$ cat src/rtl/iir_coeff_loader_if.sv
// Coefficient word stream between the configuration path and the IIR coefficient loader.
// The master drives words with valid/last; the slave answers with ready.
interface iir_coeff_loader_if #(
    parameter int COEFF_WIDTH = 8
);
    logic [COEFF_WIDTH-1:0] in_data;
    logic                   in_valid;
    logic                   in_last;
    logic                   in_ready;

    modport master (
        output in_data,
        output in_valid,
        output in_last,
        input  in_ready
    );

    modport slave (
        input  in_data,
        input  in_valid,
        input  in_last,
        output in_ready
    );
endinterface

$ cat src/rtl/iir_coeff_loader.sv
// Collects b[0..M], a[0..M-1] into a shadow bank and swaps the whole set into the
// active bank in one cycle, so the filter never sees a half-written coefficient set.
module iir_coeff_loader #(
    parameter int M           = 2,
    parameter int COEFF_WIDTH = 8
) (
    input  logic                         clk,
    input  logic                         rst_n,
    iir_coeff_loader_if.slave            in_if,
    input  logic                         abort,
    output logic [COEFF_WIDTH*(M+1)-1:0] packed_b_coeffs,
    output logic [COEFF_WIDTH*M-1:0]     packed_a_coeffs,
    output logic                         coeff_updated,
    output logic                         load_error,
    output logic                         busy
);
    localparam int N     = M + 1;
    localparam int K     = 2 * M + 1;
    localparam int CNT_W = $clog2(K);
    localparam logic [CNT_W-1:0] LAST_IDX = CNT_W'(K - 1);

    typedef enum logic [1:0] {
        ST_IDLE   = 2'd0,
        ST_LOAD   = 2'd1,
        ST_COMMIT = 2'd2
    } state_t;

    state_t                 state_q, state_d;
    logic [CNT_W-1:0]       count_q, count_d;
    logic [COEFF_WIDTH-1:0] shadow_q [K];
    logic [COEFF_WIDTH-1:0] shadow_d [K];
    logic [COEFF_WIDTH-1:0] active_q [K];
    logic [COEFF_WIDTH-1:0] active_d [K];
    logic                   coeff_updated_q, coeff_updated_d;
    logic                   load_error_q, load_error_d;

    logic ready;
    logic accept;

    // Ready is held low during reset and for the single commit cycle.
    assign ready          = rst_n && !abort && (state_q != ST_COMMIT);
    assign in_if.in_ready = ready;
    assign accept         = in_if.in_valid && ready;

    always_comb begin
        state_d         = state_q;
        count_d         = count_q;
        shadow_d        = shadow_q;
        active_d        = active_q;
        coeff_updated_d = 1'b0;
        load_error_d    = 1'b0;

        case (state_q)
            ST_IDLE: begin
                if (accept) begin
                    if (in_if.in_last) begin
                        load_error_d = 1'b1;
                        count_d      = '0;
                    end else begin
                        shadow_d[0] = in_if.in_data;
                        count_d     = CNT_W'(1);
                        state_d     = ST_LOAD;
                    end
                end
            end

            ST_LOAD: begin
                if (abort) begin
                    state_d = ST_IDLE;
                    count_d = '0;
                end else if (accept) begin
                    if (count_q == LAST_IDX) begin
                        if (in_if.in_last) begin
                            shadow_d[count_q] = in_if.in_data;
                            state_d           = ST_COMMIT;
                        end else begin
                            load_error_d = 1'b1;
                            state_d      = ST_IDLE;
                            count_d      = '0;
                        end
                    end else if (in_if.in_last) begin
                        load_error_d = 1'b1;
                        state_d      = ST_IDLE;
                        count_d      = '0;
                    end else begin
                        shadow_d[count_q] = in_if.in_data;
                        count_d           = count_q + 1'b1;
                    end
                end
            end

            ST_COMMIT: begin
                // Abort is deliberately ignored here: the swap always completes.
                active_d        = shadow_q;
                coeff_updated_d = 1'b1;
                state_d         = ST_IDLE;
                count_d         = '0;
            end

            default: begin
                state_d = ST_IDLE;
                count_d = '0;
            end
        endcase
    end

    always_ff @(posedge clk or negedge rst_n) begin
        if (!rst_n) begin
            state_q         <= ST_IDLE;
            count_q         <= '0;
            coeff_updated_q <= 1'b0;
            load_error_q    <= 1'b0;
            for (int i = 0; i < K; i++) begin
                shadow_q[i] <= '0;
                active_q[i] <= '0;
            end
        end else begin
            state_q         <= state_d;
            count_q         <= count_d;
            coeff_updated_q <= coeff_updated_d;
            load_error_q    <= load_error_d;
            for (int i = 0; i < K; i++) begin
                shadow_q[i] <= shadow_d[i];
                active_q[i] <= active_d[i];
            end
        end
    end

    assign coeff_updated = coeff_updated_q;
    assign load_error    = load_error_q;
    assign busy          = (state_q != ST_IDLE);

    // Active slots 0..M are b, M+1..2M are a, matching the filter's unpacking.
    generate
        for (genvar gi = 0; gi < N; gi++) begin : g_pack_b
            assign packed_b_coeffs[COEFF_WIDTH*gi +: COEFF_WIDTH] = active_q[gi];
        end
        for (genvar gi = 0; gi < M; gi++) begin : g_pack_a
            assign packed_a_coeffs[COEFF_WIDTH*gi +: COEFF_WIDTH] = active_q[N+gi];
        end
    endgenerate
endmodule
$ cat src/flat_wrapper.sv
// flat-port wrapper written by rule: the top's interface ports become plain ports
module iir_coeff_loader_flat 
#(
    parameter int M           = 2,
    parameter int COEFF_WIDTH = 8
)
  (clk, rst_n, abort, packed_b_coeffs, packed_a_coeffs, coeff_updated, load_error, busy, in_if_in_data, in_if_in_valid, in_if_in_last, in_if_in_ready);
  iir_coeff_loader_if #(.COEFF_WIDTH(COEFF_WIDTH)) in_if_i ();
  input  logic clk;
  input  logic rst_n;
  input  logic abort;
  output logic [COEFF_WIDTH*(M+1)-1:0] packed_b_coeffs;
  output logic [COEFF_WIDTH*M-1:0] packed_a_coeffs;
  output logic coeff_updated;
  output logic load_error;
  output logic busy;
  input wire logic [$bits(in_if_i.in_data)-1:0] in_if_in_data;
  input wire logic [$bits(in_if_i.in_valid)-1:0] in_if_in_valid;
  input wire logic [$bits(in_if_i.in_last)-1:0] in_if_in_last;
  output wire logic [$bits(in_if_i.in_ready)-1:0] in_if_in_ready;
  assign in_if_i.in_data = in_if_in_data;
  assign in_if_i.in_valid = in_if_in_valid;
  assign in_if_i.in_last = in_if_in_last;
  assign in_if_in_ready = in_if_i.in_ready;
  iir_coeff_loader #(.M(M), .COEFF_WIDTH(COEFF_WIDTH)) u_core (.clk(clk), .rst_n(rst_n), .in_if(in_if_i), .abort(abort), .packed_b_coeffs(packed_b_coeffs), .packed_a_coeffs(packed_a_coeffs), .coeff_updated(coeff_updated), .load_error(load_error), .busy(busy));
endmodule
$ cat config.mk
export PLATFORM = sky130hd
export DESIGN_NAME = iir_coeff_loader_flat
export DESIGN_NICKNAME = d
export VERILOG_FILES = /design/src/rtl/iir_coeff_loader_if.sv /design/src/rtl/iir_coeff_loader.sv /design/src/flat_wrapper.sv
export SDC_FILE = /design/constraint.sdc
export NUM_CORES = 1
export LEC_CHECK = 0
export ABC_AREA = 1
export BUFFER_PORTS_ARGS = -buffer_cell sky130_fd_sc_hd__buf_2
export CORE_ASPECT_RATIO = 1.1
export CORE_MARGIN = 3
export CORE_UTILIZATION = 43
export CTS_BUF_LIST = sky130_fd_sc_hd__clkbuf_8
export CTS_CLUSTER_SIZE = 28
export DETAILED_ROUTE_END_ITERATION = 8
export PLACE_DENSITY = 0.69
export SETUP_SLACK_MARGIN = 0.15
export SYNTH_ARGS = -nofsm -noshare
export SYNTH_HDL_FRONTEND = slang
export SYNTH_SLANG_ARGS = --single-unit
$ cat constraint.sdc
create_clock -name clk -period 3.45 [get_ports clk]
set_clock_uncertainty 0.05 [all_clocks]
set_input_delay 0.5175 -clock clk [delete_from_list [all_inputs] [get_ports clk]]
set_output_delay 0.5175 -clock clk [all_outputs]
set_load 0.02 [all_outputs]
# Word-level counts from Yosys, hierarchy flattened
# Index checks and enable logic that the tools add are counted.
[totals]
reg_bits = 87
elab_cells = 81
inputBits = 13
out_inout_bits = 44
[classes]
n_bitwise = 2
n_eq_ne = 15
n_addsub = 1
n_reduce_logical = 12
n_lt_le_gt_ge = 2
n_mux = 35
[op_table]
columns = ["operator", "count"]
rows = [
  ["$mux W40", 5],
  ["$bwmux W40", 1],
  ["$demux W8 S3", 1],
  ["$mux W8", 3],
  ["$mux W3", 6],
  ["$pmux W8 S2", 1],
  ["$mux W2", 7],
  ["$mux W1", 8],
  ["$ne A2 B2 Y1 const B", 4],
  ["$reduce_and A7 Y1", 1],
  ["$ne A2 B1 Y1 const B", 3],
  ["$ne A3 B2 Y1 const B", 2],
  ["$pmux W3 S2", 1],
  ["$reduce_and A5 Y1", 1],
  ["$ge A4 B4 Y1 const B", 1],
  ["$logic_and A1 B1 Y1", 4],
  ["$lt A4 B1 Y1 const B", 1],
  ["$ne A4 B3 Y1 const B", 1],
  ["$ne A4 B4 Y1 const B", 1],
  ["$not A3 Y4", 1],
  ["$pmux W2 S2", 1],
  ["$reduce_and A4 Y1", 1],
  ["$reduce_bool A2 Y1", 2],
  ["$add A3 B1 Y3 const B", 1],
  ["other kinds (9)", 9],
]

# Longest topological paths before layout
# Gate-level depths: netlist of run 1.
[depth]
depth_word = 11
depth_mapped = 12
depth_no_buf = 11

# Worst setup path after synthesis of run 1
# No wires, ideal clock.
[synth_timing]
kind = "reg2reg"
from = "reg u_core.count_q[0]"
to = "reg u_core.shadow_q[21] (netlist bit)"
path_slack_ps = 1544
path_stages_with_launch = 13
synth_period_minus_slack_ps = 1906
t_required_ps = 3279
arrival_time_ps = 1735
path_cell_list = "dfrtp_1 -> inv_1 -> ha_1 -> nand2_1 -> inv_1 -> ha_1 -> nor2_1 -> nand2_2 -> nor2_8 -> nand2_4 -> buf_6 -> nand2_1 -> o21ai_2"
[synth_between]
elab_chain_cells = 8
[synth_lines]
columns = ["element", "line_no", "source"]
rows = [
  ["from (decl)", "iir_coeff_loader.sv:29", "logic [CNT_W-1:0] count_q, count_d;"],
  ["from (signal assigned)", "iir_coeff_loader.sv:119", "count_q <= count_d;"],
  ["$not A3 Y4 (implied by the code)", "iir_coeff_loader.sv:74, iir_coeff_loader.sv:86", ""],
  ["$ge A4 B4 Y1 (implied by the code) / $lt A4 B1 Y1 (equally long branches)", "iir_coeff_loader.sv:74, iir_coeff_loader.sv:86", ""],
  ["$logic_and A1 B1 Y1 (implied by the code)", "iir_coeff_loader.sv:74, iir_coeff_loader.sv:86", ""],
  ["$mux W8 (implied by the code)", "iir_coeff_loader.sv:74, iir_coeff_loader.sv:86", ""],
  ["$demux W8 S3", "iir_coeff_loader.sv:74, iir_coeff_loader.sv:86", ""],
  ["$bwmux W40", "iir_coeff_loader.sv:74, iir_coeff_loader.sv:86", ""],
  ["$mux W40 (on tied branches)", "iir_coeff_loader.sv:81, iir_coeff_loader.sv:73", ""],
  ["$mux W40", "iir_coeff_loader.sv:72", "if (count_q == LAST_IDX) begin"],
  ["to (signal, indexed assignment)", "iir_coeff_loader.sv:123", "shadow_q[i] <= shadow_d[i];"],
  ["to (decl)", "iir_coeff_loader.sv:30", "logic [COEFF_WIDTH-1:0] shadow_q [K];"],
]
# Parallel ways exist; a longest one is shown, timed or not. The select of a mux whose other input is x is not followed.
# A chain may end at the register's enable or synchronous reset.

# Final worst setup path of run 1
[layout_timing]
from = "reg u_core.state_q[0]"
to = "out in_if_in_ready"
[layout_between]
elab_chain_cells = 2
[layout_lines]
columns = ["element", "line_no", "source"]
rows = [
  ["from (decl)", "iir_coeff_loader.sv:28", "state_t state_q, state_d;"],
  ["from (signal assigned)", "iir_coeff_loader.sv:118", "state_q <= state_d;"],
  ["$ne A2 B2 Y1", "iir_coeff_loader.sv:41", "assign ready = rst_n && !abort && (state_q != ST_COMMIT);"],
  ["$logic_and A1 B1 Y1", "iir_coeff_loader.sv:41", ""],
  ["to (decl)", "flat_wrapper.sv:20", "output wire logic [$bits(in_if_i.in_ready)-1:0] in_if_in_ready;"],
]
# Every way passes these cells.

==> results of run 1 <==
==> layer usage <==
layer / GRT usage / up-vias
li1: - / 1474
met4: 0.0518 / 0
met1: 0.252 / 1448
met2: 0.290 / 80
met3: 0.0374 / 10
met5: 0 / -
==> flip-flops by register name, indices dropped and copies added, names as in the netlist <==
signal / cells
u_core.shadow_q: 40
u_core.packed_b_coeffs: 24
u_core.packed_a_coeffs: 16
u_core.count_q: 3
u_core.state_q: 2
u_core.coeff_updated: 1
u_core.load_error: 1
==> cell usage after synthesis <==
library cell / number / share of area
nand2_1: 219 / 0.22
dfrtp_1: 87 / 0.57
nor2_1: 23 / 0.023
inv_1: 20 / 0.020
o21ai_2: 17 / 0.039
o21ai_1: 16 / 0.021
nand3_1: 15 / 0.020
clkbuf_1: 8 / 0.0079
nand2_4: 6 / 0.018
ha_1: 5 / 0.016
buf_6: 4 / 0.012
nor2_4: 3 / 0.0089
o21ai_0: 3 / 0.0039
inv_2: 2 / 0.0020
nand2_2: 2 / 0.0033
nor3_1: 2 / 0.0026
a21oi_1: 1 / 0.0013
buf_2: 1 / 0.0013
nand3_4: 1 / 0.0046
nand4_1: 1 / 0.0016
nor2_8: 1 / 0.0053
==> final timing paths <==
check,end,start,depth (start not counted),slack (ns)
max in group asynchronous,u_core.packed_b_coeffs[21],rst_n,3,2.16
min reg2reg,u_core.packed_b_coeffs[13],u_core.shadow_q[29],2,0.41
min in group clk,u_core.packed_b_coeffs[13],u_core.shadow_q[29],2,0.41
min,u_core.packed_b_coeffs[6],rst_n,2,0.19
max,in_if_in_ready,u_core.state_q[0],5,1.25
max reg2reg,u_core.shadow_q[21],u_core.count_q[1],11,1.33
==> power groups by stage <==
stage          logic [mW]  registers (mW)  clock network, mW
4_1_cts             0.409            1.18              0.946
2_1_floorplan       0.300            1.18                  0
5_1_grt             0.468            1.19              0.992
6_report            0.404            1.18              0.928
3_3_place_gp        0.388            1.19                  0
3_5_place_dp        0.404            1.20                  0
==> layout make-up <==
class | count | share of cell area
inverters | 22 | 0.0186
flip-flops and latches | 87 | 0.491
clock inverters | 7 | 0.0324
well taps | 111 | 0.0313
multi-input cells | 315 | 0.330
repair buffers | 59 | 0.0688
clock buffers | 9 | 0.0279
==> worst max-delay path, cell delays in order (launching register included) <==
cell and delay (ns):
dfrtp_1 0.45, inv_2 0.09, nand2_4 0.34, nand2_2 0.15
inv_1 0.08, buf_2 0.16
==> metrics by stage <==
stage / setup WS, ns / instance area (µm²) / instances / hold WS (ns)
2_1_floorplan: 1.54 / 3800 / 437 / 0.172
3_3_place_gp: 1.42 / 4170 / 594 / 0.403
3_5_place_dp: 1.36 / 4170 / 594 / 0.406
4_1_cts: 1.18 / 4430 / 610 / 0.189
5_1_grt: 1.10 / 4430 / 610 / 0.209
6_report: 1.25 / 4430 / 610 / 0.188
==> cells by family (layout without fill, tap and decap cells) <==
family          Yosys count  after routing  share of synthesized area
compound gates           37             37                     0.0655
fa+ha+maj                 5              5                     0.0165
buf+inv                  35             97                     0.0428
flops                    87             87                      0.573
simple gates            273            273                      0.303
==> layout by cell type (no fill, tap or decap) <==
cell type / count
inv_1: 21
buf_2: 55
nor2_8: 1
o21ai_1: 16
nor2_1: 23
nand2_1: 219
o21ai_2: 17
nand4_1: 1
nand3_4: 1
o21ai_0: 3
inv_2: 2
nand2_4: 6
buf_4: 4
dfrtp_1: 87
a21oi_1: 1
inv_6: 1
nand2_2: 2
nand3_1: 15
inv_8: 1
ha_1: 5
clkbuf_8: 9
nor3_1: 2
bufinv_16: 4
nor2_4: 3
==> out/results.ini, run 1 <==
[power]
powerDensity_nw_per_um2=566
power_mw=2.51
p_int_mw=1.79
combPwrFrac=0.161
p_leak_nw=2.60
power.switching_mw=0.715
p_seq_frac=0.469
swShare=0.285
clkPwrFrac=0.370
vdd_drop_max_mv=0.241

[synthesis]
syn_area_um2=3800
syn_nets=455
yosys_warnings=0
ys_seq_elements=87
synth_cells=437
synth_cell_types=21
yosysSeqAreaShare=0.573
avgSynthCellArea_um2=8.70

[clocking]
hold_buffers=0
clockBufferDepth=2
path_clk_slew_ns=0.09
cts_tree=yes
root_buffer=clkbuf_8
cts_setup_buffers=0
cts_buffers=9
worstSkewPairLatency_ns=0.35
htreeDepth=3
cts.sinks=87
cts_resized=0

[drt]
wl_per_cell_um=13.6
wl_met3_um=425
via_per_inst=4.94
num_vias=3012
final_antenna_net_count=0
wl_met1_um=3740
first_pass_iters=4
drc=0
top_layer=met4
drtIter0Drc=114
wl_met2_um=3990
wl_um=8270

[grt]
grt_pass1_wl_um=14400
grtUsageTotal=0.182
grt.overflow.total=0
antenna_found_initial=0
grt_max_degree=51
grt_pass1_vias=2981

[floorplan]
die_w_um=95.7
initial_core_util=0.448
rows=35
ioPinCount=57
coreArea_um2=8500
die-area_um2=10000
die_h_um=105

[final_layout]
multi_input_area_um2=1460
area_growth_pct=16.6
antennaDiodeCount=0
drive_above_1_share=0.212
fillers=859
seqCellArea_um2=2180
layout.nets=512
utilization=0.522

[worst_setup_path]
crit_arrival_ns=1.63
crit_type=reg2out
critical_path.max_fanout=43
cp.required_ns=2.88
start_kind=register
cp-end-kind=output pin

[sta]
setup_viol=0
max_slew_margin=0.534
fin_setup_tns_ns=0
tightestPinTransition_ns=0.696
final_max_slew_viol_count=0
finalCritPeriodShare=0.637
layout_min_cycle_time_ns=2.20
fmax_mhz=455
rsz0062_at_grt=no
hold_viol=0

[run]
drv_cap=0

[status]
status=complete, no violations

[placed_design]
gp_congestion=0.880
hpwl_um=5730
io_buffers=56

[min_path]
hold_path_class=in2async

Power figures use the tool's default switching activity.
==> inputs of run 2 (changes only) <==
--- a/config.mk
+++ b/config.mk
@@ -5,7 +5,7 @@
 export SDC_FILE = /design/constraint.sdc
 export NUM_CORES = 1
 export LEC_CHECK = 0
-export ABC_AREA = 1
+export ABC_AREA = 0
 export BUFFER_PORTS_ARGS = -buffer_cell sky130_fd_sc_hd__buf_2
 export CORE_ASPECT_RATIO = 1.1
 export CORE_MARGIN = 3
@@ -13,7 +13,7 @@
 export CTS_BUF_LIST = sky130_fd_sc_hd__clkbuf_8
 export CTS_CLUSTER_SIZE = 28
 export DETAILED_ROUTE_END_ITERATION = 8
-export PLACE_DENSITY = 0.69
+export PLACE_DENSITY = 0.72
 export SETUP_SLACK_MARGIN = 0.15
 export SYNTH_ARGS = -nofsm -noshare
 export SYNTH_HDL_FRONTEND = slang
==> constraint.sdc (replaced) <==
create_clock -name clk -period 1.8 [get_ports clk]
set_clock_uncertainty 0.05 [all_clocks]
set_input_delay 0.27 -clock clk [delete_from_list [all_inputs] [get_ports clk]]
set_output_delay 0.27 -clock clk [all_outputs]
set_load 0.02 [all_outputs]
==> run 2 against run 1 <==
Compared with the run above: the flow now finishes with violations (setup timing); largest power group unchanged; highest routed layer unchanged; cell area rose by 2.7%; register-to-register slack lost 1.5 ns; combinational power is 8.7% lower; clock-buffer cell count unchanged; area after synthesis decreased by 4.0%; sequential cell count unchanged; routed wire length down 2.7%; via count is 17% lower.
==> out/results.ini, run 2 <==
[status]
status=complete, but fails checks
violations=setup timing

[drt]
drtIter0Drc=158
final_antenna_net_count=0
drc=0
num_vias=2511
via_per_inst=4.94
wl_per_cell_um=15.8
wl_um=8050
first_pass_iters=4

[final_layout]
final_area_um2=4550
utilization=0.563
layout_common_cells=nand2_1 (122), dfrtp_1 (85), buf_2 (53)
fillers=702
regMostFlops=u_core.shadow_q
antennaDiodeCount=0
drive_above_1_share=0.413
layout.nets=413
largest_reg_flops=40
layout_commonest_cell=nand2_1
layout.cells.non_filler=508
area_growth_pct=24.7

[worst_setup_path]
r2r-end=u_core.shadow_q[26]
critPathLaunch=u_core.count_q[0]
critical_path.max_fanout=8
cp-end-kind=register
crit_type=reg2reg
r2r-start=u_core.count_q[0]
crit_arrival_ns=2.13
rrSetupSlack_ns=-0.14
crit_path_end=u_core.shadow_q[26]
r2r_cells=7
start_kind=register
cp.required_ns=1.99

[synthesis]
synth_cell_types=35
syn_nets=330
yosys_warnings=0
synth_top_flop_cell=dfrtp_1
yosysMostFrequentCell=nand2_1
syn_area_um2=3650
postSynth.asyncResetShare=1.00
ys_seq_elements=87
synth_top_area_frac=0.596
yosys.area.top_type=dfrtp_1
yosysSeqAreaShare=0.596
synth_edf_count=0
synthTopCellsByCount=nand2_1 (123), dfrtp_1 (87), mux2_2 (24)
ys_top_cells_by_area=dfrtp_1 (60%), nand2_1 (13%), mux2_2 (7.4%)
avgSynthCellArea_um2=11.7
synth_cells=312

[placed_design]
dp.cells=481
dp_slack_ns=-0.177
io_buffers=56
hpwl_um=5230
placed_area_um2=4190
gp_congestion=0.862

[sta]
fin_setup_tns_ns=-3.90
hold_ws_ns=0.211
final_max_slew_viol_count=0
max_slew_margin=0.318
setup_slack_ns=-0.141
finalCritPeriodShare=1.08
fmax_mhz=515
rsz0062_at_grt=yes
hold_viol=0
tightestPinTransition_ns=1.02
setup_viol=40
layout_min_cycle_time_ns=1.94

[run]
drv_cap=0

[floorplan]
ioPinCount=57
die-area_um2=9630
coreArea_um2=8080
rows=34
initial_core_util=0.452
die_h_um=103
die_w_um=93.9

[grt]
grt-busiest-layer=met2
grt.overflow.total=0
antenna_found_initial=0
met3_usage=0.0350
grt_pass1_vias=2595
grt_max_degree=83
grt_pass1_wl_um=13400
grt_use_met2=0.293
grt_use_met1=0.246
grtUsageTotal=0.183

[power]
swShare=0.252
power.switching_mw=0.969
p_int_mw=2.88
powerDensity_nw_per_um2=844
power_mw=3.84
clkPwrFrac=0.365
vdd_drop_max_mv=0.394
p_leak_nw=2.55
combPwrFrac=0.096
p_seq_frac=0.539

[clocking]
worstSkewPairLatency_ns=0.36
cts_buffers=9
path_clk_slew_ns=0.09
root_buffer=clkbuf_8
cts_tree=yes
htreeDepth=3
cts.sinks=87
clockBufferDepth=2

[min_path]
hold_path_class=in2reg
holdPathStages=2
hold_start=in_if_in_data[0]

[run 2: worst min-delay path by stage]
stage                                       to  slack [ns]
final                      u_core.shadow_q[32]        0.21
after global routing       u_core.shadow_q[33]        0.19
after CTS                  u_core.shadow_q[33]        0.19
after detailed placement     u_core.count_q[1]        0.18
after global placement       u_core.count_q[1]        0.18
after floorplan           u_core.coeff_updated       -0.08
[run 2: layout make-up]
| cell class | count | area, µm² | share of cell area |
|---|---|---|---|
| timing repair buffer | 87 | 531 | 0.116 |
| tap | 108 | 135 | 0.0297 |
| inverter | 7 | 33.8 | 0.00742 |
| multi-input combinational | 203 | 1470 | 0.324 |
| clock buffer | 9 | 124 | 0.0272 |
| clock inverter | 7 | 77.6 | 0.0170 |
| sequential | 87 | 2180 | 0.479 |
[run 2: layer usage]
metal / part of all wire / up-vias
met5: 0 / -
met4: 0.015 / 0
li1: - / 1183
met1: 0.45 / 1252
met3: 0.041 / 11
met2: 0.49 / 65
[run 2: timing repair]
action,in CTS,in global routing
setup endpoints to repair,42,44
hold endpoints to repair,5,0
hold buffers,1,0
pin swaps,7,6
buffers inserted,6,4
resized for setup,13,3
[run 2: cell families (layout without fill, tap and decap cells)]
| group | Yosys count | in the layout | share of synthesized area |
|---|---|---|---|
| AOI/OAI and AO/OA | 9 | 9 | 0.0185 |
| DFF | 87 | 87 | 0.596 |
| muxes | 43 | 43 | 0.148 |
| and+or+nand+nor | 146 | 146 | 0.185 |
| buffers and inverters | 22 | 110 | 0.0350 |
| adders and majority gates | 5 | 5 | 0.0171 |
[run 2: power groups by stage]
stage / Combinational [mW] / Sequential, mW / Clock (mW)
CTS: 0.358 / 2.07 / 1.41
detailed placement: 0.327 / 2.11 / 0
floorplan: 0.176 / 2.10 / 0
global placement: 0.311 / 2.11 / 0
global route: 0.403 / 2.08 / 1.51
finish: 0.369 / 2.07 / 1.40
[run 2: worst max-delay path, stage by stage (launching register included)]
cell and delay (ns):
dfrtp_2 0.42, inv_2 0.08, ha_4 0.14, nand2_4 0.07, ha_4 0.19, nor4b_4 0.29
nand4_4 0.23, mux2_4 0.35
